## config.mk

```make
export PLATFORM = sky130hd
export DESIGN_NAME = surf_cin_framer
export DESIGN_NICKNAME = d
export VERILOG_FILES = /design/src/rtl/surf_cin_pkg.sv /design/src/rtl/surf_cin_chan.sv /design/src/rtl/surf_cin_framer.sv
export SDC_FILE = /design/constraint.sdc
export NUM_CORES = 1
export LEC_CHECK = 0
export CORE_MARGIN = 2
export CORE_UTILIZATION = 49
export CTS_BUF_LIST = sky130_fd_sc_hd__clkbuf_2
export DETAILED_ROUTE_END_ITERATION = 7
export GPL_TIMING_DRIVEN = 0
export MAX_ROUTING_LAYER = met4
export PLACE_DENSITY = 0.84
export REMOVE_ABC_BUFFERS = 1
export SYNTH_ARGS = -nofsm -noshare
export SYNTH_HDL_FRONTEND = slang
export SYNTH_SLANG_ARGS = --single-unit
```

## constraint.sdc

```tcl
create_clock -name clk -period 2.5 [get_ports clk]
set_input_delay 0.75 -clock clk [delete_from_list [all_inputs] [get_ports clk]]
set_output_delay 0.75 -clock clk [all_outputs]
set_load 0.03 [all_outputs]
```

## src/rtl/surf_cin_pkg.sv

```systemverilog
// Shared types and default word constants for the SURF CIN framer.
// S_PAR exists only when CIN_FRAME_PARITY_EN is defined.
package surf_cin_pkg;

  typedef enum logic [2:0] {
    S_IDLE,
    S_TRAIN,
    S_RUN,
    S_HDR,
`ifdef CIN_FRAME_PARITY_EN
    S_PAR,
`endif
    S_DATA
  } cin_state_t;

  localparam logic [1:0] MODE_IDLE  = 2'd0;
  localparam logic [1:0] MODE_TRAIN = 2'd1;
  localparam logic [1:0] MODE_RUN   = 2'd2;

  localparam int unsigned DEF_WORD_WIDTH = 6;
  localparam logic [DEF_WORD_WIDTH-1:0] DEF_TRAIN_PATTERN = 6'b011001;
  localparam logic [DEF_WORD_WIDTH-1:0] DEF_IDLE_WORD     = 6'b000000;
  localparam logic [DEF_WORD_WIDTH-1:0] DEF_HDR_WORD      = 6'b111000;
  localparam logic [DEF_WORD_WIDTH-1:0] DEF_SYNC_WORD     = 6'b101010;

  // Steady state selected by a mode field (3 aliases idle).
  function automatic cin_state_t mode_state(input logic [1:0] m);
    case (m)
      MODE_TRAIN: return S_TRAIN;
      MODE_RUN:   return S_RUN;
      default:    return S_IDLE;
    endcase
  endfunction

endpackage

```

## src/rtl/surf_cin_chan.sv

```systemverilog
// One CIN channel: mode FSM, command payload register and output word mux.
// CIN_FRAME_PARITY_EN appends an XOR parity word to every frame.
module surf_cin_chan
  import surf_cin_pkg::*;
#(
  parameter int unsigned WORD_WIDTH = 6,
  parameter int unsigned CMD_WORDS  = 4,
  parameter logic [WORD_WIDTH-1:0] TRAIN_PATTERN = WORD_WIDTH'(DEF_TRAIN_PATTERN),
  parameter logic [WORD_WIDTH-1:0] IDLE_WORD     = WORD_WIDTH'(DEF_IDLE_WORD),
  parameter logic [WORD_WIDTH-1:0] HDR_WORD      = WORD_WIDTH'(DEF_HDR_WORD),
  parameter logic [WORD_WIDTH-1:0] SYNC_WORD     = WORD_WIDTH'(DEF_SYNC_WORD)
) (
  input  logic                            clk,
  input  logic                            rst,
  input  logic [1:0]                      mode,
  input  logic [CMD_WORDS*WORD_WIDTH-1:0] cmd_data,
  input  logic                            accept,
  input  logic                            stall,
  output logic                            run_c,
  output logic [WORD_WIDTH-1:0]           cin_word,
  output logic                            frame_active
);

  localparam int unsigned CNT_W = (CMD_WORDS > 1) ? $clog2(CMD_WORDS) : 1;
  localparam logic [CNT_W-1:0] LAST = CNT_W'(CMD_WORDS - 1);

  cin_state_t            state;
  logic [CNT_W-1:0]      cnt;
  logic [WORD_WIDTH-1:0] words [CMD_WORDS];

  assign run_c = (state == S_RUN);

  function automatic logic [WORD_WIDTH-1:0] mode_word(input logic [1:0] m);
    return (m == MODE_TRAIN) ? TRAIN_PATTERN : IDLE_WORD;
  endfunction

`ifdef CIN_FRAME_PARITY_EN
  logic [WORD_WIDTH-1:0] parity_c;

  always_comb begin
    parity_c = HDR_WORD;
    for (int i = 0; i < int'(CMD_WORDS); i++) parity_c = parity_c ^ words[i];
  end
`endif

  // Output word is registered together with the state it belongs to.
  always_ff @(posedge clk or posedge rst) begin
    if (rst) begin
      state        <= S_IDLE;
      cnt          <= '0;
      cin_word     <= IDLE_WORD;
      frame_active <= 1'b0;
      for (int i = 0; i < int'(CMD_WORDS); i++) words[i] <= '0;
    end else if (stall) begin
      cin_word <= SYNC_WORD;
    end else begin
      case (state)
        S_IDLE, S_TRAIN, S_RUN: begin
          if (accept) begin
            state        <= S_HDR;
            cin_word     <= HDR_WORD;
            frame_active <= 1'b1;
            for (int i = 0; i < int'(CMD_WORDS); i++)
              words[i] <= cmd_data[(int'(CMD_WORDS) - 1 - i)*int'(WORD_WIDTH) +: WORD_WIDTH];
          end else begin
            state        <= mode_state(mode);
            cin_word     <= mode_word(mode);
            frame_active <= 1'b0;
          end
        end
        S_HDR: begin
          state    <= S_DATA;
          cnt      <= '0;
          cin_word <= words[0];
        end
        S_DATA: begin
          if (cnt == LAST) begin
`ifdef CIN_FRAME_PARITY_EN
            state    <= S_PAR;
            cin_word <= parity_c;
`else
            state        <= mode_state(mode);
            cin_word     <= mode_word(mode);
            frame_active <= 1'b0;
`endif
          end else begin
            cnt      <= CNT_W'(cnt + 1'b1);
            cin_word <= words[CNT_W'(cnt + 1'b1)];
          end
        end
`ifdef CIN_FRAME_PARITY_EN
        S_PAR: begin
          state        <= mode_state(mode);
          cin_word     <= mode_word(mode);
          frame_active <= 1'b0;
        end
`endif
        default: begin
          state        <= S_IDLE;
          cin_word     <= IDLE_WORD;
          frame_active <= 1'b0;
        end
      endcase
    end
  end

endmodule

```

## src/rtl/surf_cin_framer.sv

```systemverilog
// TURFIO->SURF CIN command-word generator: NSURF channels plus a global delayed SYNC.
// Define CIN_FRAME_PARITY_EN to append a parity word to each command frame.
module surf_cin_framer
  import surf_cin_pkg::*;
#(
  parameter int unsigned NSURF      = 1,
  parameter int unsigned WORD_WIDTH = 6,
  parameter int unsigned CMD_WORDS  = 4,
  parameter logic [WORD_WIDTH-1:0] TRAIN_PATTERN = WORD_WIDTH'(DEF_TRAIN_PATTERN),
  parameter logic [WORD_WIDTH-1:0] IDLE_WORD     = WORD_WIDTH'(DEF_IDLE_WORD),
  parameter logic [WORD_WIDTH-1:0] HDR_WORD      = WORD_WIDTH'(DEF_HDR_WORD),
  parameter logic [WORD_WIDTH-1:0] SYNC_WORD     = WORD_WIDTH'(DEF_SYNC_WORD),
  parameter int unsigned SYNC_DELAY = 16
) (
  input  logic                                  clk,
  input  logic                                  rst,
  input  logic [2*NSURF-1:0]                    mode,
  input  logic [NSURF*CMD_WORDS*WORD_WIDTH-1:0] cmd_data,
  input  logic [NSURF-1:0]                      cmd_valid,
  output logic [NSURF-1:0]                      cmd_ready,
  input  logic                                  sync_req,
  output logic                                  sync_busy,
  output logic [NSURF*WORD_WIDTH-1:0]           cin_word,
  output logic [NSURF-1:0]                      frame_active
);

  localparam int unsigned PW    = CMD_WORDS * WORD_WIDTH;
  localparam int unsigned SCW   = 8;

  logic [SCW-1:0] sync_cnt;
  logic           sync_emit;
  logic           sync_stall_c;

  // Stall decided one cycle ahead so the registered SYNC_WORD lands SYNC_DELAY+1 after the request.
  assign sync_stall_c = sync_busy && (sync_cnt == '0) && !sync_emit;

  always_ff @(posedge clk or posedge rst) begin
    if (rst) begin
      sync_cnt  <= '0;
      sync_busy <= 1'b0;
      sync_emit <= 1'b0;
    end else begin
      sync_emit <= sync_stall_c;
      if (sync_emit) begin
        sync_busy <= 1'b0;
      end else if (!sync_busy && sync_req) begin
        sync_busy <= 1'b1;
        sync_cnt  <= SCW'(SYNC_DELAY - 1);
      end else if (sync_busy && sync_cnt != '0) begin
        sync_cnt <= SCW'(sync_cnt - 1'b1);
      end
    end
  end

  for (genvar c = 0; c < NSURF; c++) begin : g_chan
    logic run_c;

    assign cmd_ready[c] = run_c && (mode[2*c +: 2] == MODE_RUN) && !sync_stall_c;

    surf_cin_chan #(
      .WORD_WIDTH    (WORD_WIDTH),
      .CMD_WORDS     (CMD_WORDS),
      .TRAIN_PATTERN (TRAIN_PATTERN),
      .IDLE_WORD     (IDLE_WORD),
      .HDR_WORD      (HDR_WORD),
      .SYNC_WORD     (SYNC_WORD)
    ) u_chan (
      .clk          (clk),
      .rst          (rst),
      .mode         (mode[2*c +: 2]),
      .cmd_data     (cmd_data[c*PW +: PW]),
      .accept       (cmd_valid[c] && cmd_ready[c]),
      .stall        (sync_stall_c),
      .run_c        (run_c),
      .cin_word     (cin_word[c*WORD_WIDTH +: WORD_WIDTH]),
      .frame_active (frame_active[c])
    );
  end

endmodule
```

==> out/metrics.cfg <==
[power]
p_switching_uw=960
seq_power_share=0.443
p_per_area_nw_per_um2=1030
power_frac_comb=0.423
peakVddDrop_v=0.000553
internal-power_mw=1.92
p_leak_nw=1.25
p_clk_frac=0.134
swShare=0.333

[timing]
grt_setup_unrepaired=yes
fin_ws_ps=-277
worst_hold_slack_ps=533
final.setup.tns_ps=-277
drv_slew=0
slew_headroom=0.506
fin_crit_ps=2780
clock_skew_ps=21.4
clock.fmax_ghz=0.360
fin_crit_sh=1.11
tightestPinTransition_ps=740
final_hold_viol_count=0
setup_viol_count_final=1

[synthesis]
ys_seq_elements=46
synth_compound_area_frac=0.0905
synth_fa_ha_area_frac=0.0169
synthesis.area_um2=2230
muxShareOfSynthArea=0.214
async_reset_ff_frac=1.00
yosys_most_used_dff=dfrtp_1
yosys.area_share.simple=0.109
synth_edf_count=0
synthXorXnorAreaFrac=0.0157
seq_area_frac_synth=0.517
syn_avg_cell_area_um2=12.7
synth_cells=175
yosysWarnings=0
synth_top_family_by_area=multiplexers
yosysUniqueCellTypes=37

[cts]
path_clk_slew_ps=220
numCtsBuffers=5
h-tree-depth=2
clock_path_buffers=2
insertion_delay_ps=410
numClockSinks=46
ctsHoldBuffers=0
cts_tree=built
cts_root_buffer=clkbuf_2

[hold_path]
min_to=g_chan[0].u_chan.cnt[1]
whs_path_depth=1
hold_class=flip-flop to flip-flop
min_from=g_chan[0].u_chan.cnt[1]

[setup_path]
r2r-start=sync_cnt[2]
required_ps=1750
r2r-end=g_chan[0].u_chan.words[22]
start_kind=flip-flop
criticalPathCategory=flip-flop to output port
endpoint_kind=output port
r2r_cells=5
cp_max_fo=2
arrival_ps=2030
ff2ff_setup_slack_ps=70

[global_routing]
grt_max_degree=26
grt_first_pass_wirelength_um=7610
track_usage=0.197
grt_pass1_vias=1577
antenna_found_initial=0
grt-ovfl-total=0

[drt]
drc=0
avgRoutedWirePerCell_um=15.7
detail_route.iter0.violations=137
num_vias=1538
first_pass_iters=4
ant_nets=0
routed_via_density=5.61
routed_wl_um=4310

[outcome]
status=finished with violations
violations=setup timing

[layout]
multi_input_area_um2=1030
syn2layout_area_growth_pct=26.3
mostFrequentLayoutCells=dfrtp_1 (46), clkdlybuf4s50_1 (37), mux2_4 (19)
nFillCells=321
n_antenna_cell=0
final_common_cell=dfrtp_1
nets=255
final_cells=274
final_area_um2=2810
regArea_um2=1150
layout-drive-gt1-share=0.261
final_util=0.646

[floorplan]
die_w_um=71.4
io_pins=39
start_util=0.511
die_h_um=71.4
row_count=24
core_um2=4350
dieArea_um2=5100

[flow_run]
cap_violations=0

[placed_design]
placed_cells=257
hpwl_um=2920
placed_area_um2=2640
place_congestion=0.877
io_buffers=38

logic make-up (layout without fill, tap and decap cells):
| group | count (synthesis) | count (layout) |
|---|---|---|
| DFF | 46 | 46 |
| AOI/OAI and AO/OA | 30 | 30 |
| and+or+nand+nor | 47 | 47 |
| xor gates and xnor gates | 4 | 4 |
| muxes | 30 | 30 |
| adders and majority gates | 3 | 3 |
| buffers and inverters | 15 | 62 |
synth_stat cells, types with 2 or more instances:
| library cell | count | area [um2] |
|---|---|---|
| dfrtp_1 | 46 | 1150 |
| mux2_4 | 19 | 285 |
| nor2_1 | 14 | 52.6 |
| nand2_1 | 7 | 26.3 |
| o21ai_0 | 7 | 35.0 |
| inv_1 | 6 | 22.5 |
| mux4_2 | 6 | 135 |
| a21oi_1 | 5 | 25.0 |
| and3_1 | 5 | 31.3 |
| mux2_2 | 5 | 56.3 |
| clkbuf_1 | 4 | 15.0 |
| nand3_1 | 4 | 20.0 |
| xor2_1 | 4 | 35.0 |
| a22oi_1 | 3 | 22.5 |
| a31oi_1 | 3 | 18.8 |
| buf_6 | 3 | 33.8 |
| ha_1 | 3 | 37.5 |
| nand2b_1 | 3 | 18.8 |
| or4_1 | 3 | 22.5 |
| a211oi_1 | 2 | 15.0 |
| buf_2 | 2 | 10.0 |
| nand4_1 | 2 | 12.5 |
| nor3_1 | 2 | 10.0 |
| o2111ai_1 | 2 | 17.5 |
| o21a_1 | 2 | 15.0 |
| or3_1 | 2 | 12.5 |
worst max-delay path: stages (launching register included):
cell	delay (ps)
dfrtp_1	450
or4_4	530
or3_4	360
and2_4	150
buf_6	130
timing repair:
item | CTS | global route
endpoints found under the setup margin | 26 | 27
gates resized for setup | 12 | 3
buffers inserted | 5 | 5
pin swaps | 2 | 1
per-stage QoR:
stage / setup WS (ps) / power, mW
4_1_cts: -331 / 2.82
3_3_place_gp: -888 / 2.33
6_report: -277 / 2.88
2_1_floorplan: -135 / 2.06
5_1_grt: -342 / 3.09
3_5_place_dp: -890 / 2.38
state kept, by name, indices dropped and copies added, names as in the netlist:
signal,cells
sync_emit,1
g_chan.u_chan.cin_word,6
sync_busy,1
g_chan.u_chan.frame_active,1
g_chan.u_chan.cnt,2
g_chan.u_chan.words,24
g_chan.u_chan.state,3
sync_cnt,8
final cells by class:
class | instances | area share
clock buffer | 5 | 0.00890
clock inverter | 2 | 0.0120
sequential | 46 | 0.409
tap | 52 | 0.0231
timing repair buffer | 49 | 0.172
inverter | 6 | 0.00801
multi-input combinational | 114 | 0.366
power by group through the flow:
stage               combinational [mW]  clock, mW  sequential, mW
global placement                  1.04          0            1.29
finish                            1.22      0.387            1.28
detailed placement                1.08          0            1.30
CTS                               1.15      0.393            1.27
floorplan                        0.760          0            1.30
global route                      1.35      0.425            1.31
worst max path at each step:
stage	start	end	slack, ps	depth (start not counted)
4_1_cts	sync_cnt[3]	cmd_ready	-330	4
3_3_place_gp	mode[0]	g_chan[0].u_chan.words[1]	-890	5
6_report	sync_cnt[2]	cmd_ready	-280	4
3_5_place_dp	mode[0]	g_chan[0].u_chan.words[0]	-890	5
5_1_grt	sync_cnt[3]	cmd_ready	-340	4
2_1_floorplan	mode[0]	g_chan[0].u_chan.words[0]	-130	4
routing by layer:
layer,up-vias,GRT usage,part of all wire
li1,728,-,-
met1,765,0.265,0.44
met2,37,0.302,0.51
met3,8,0.0549,0.040
met4,0,0.0461,0.011
met5,-,-,0
No activity file was read; power rests on OpenSTA's default activity.
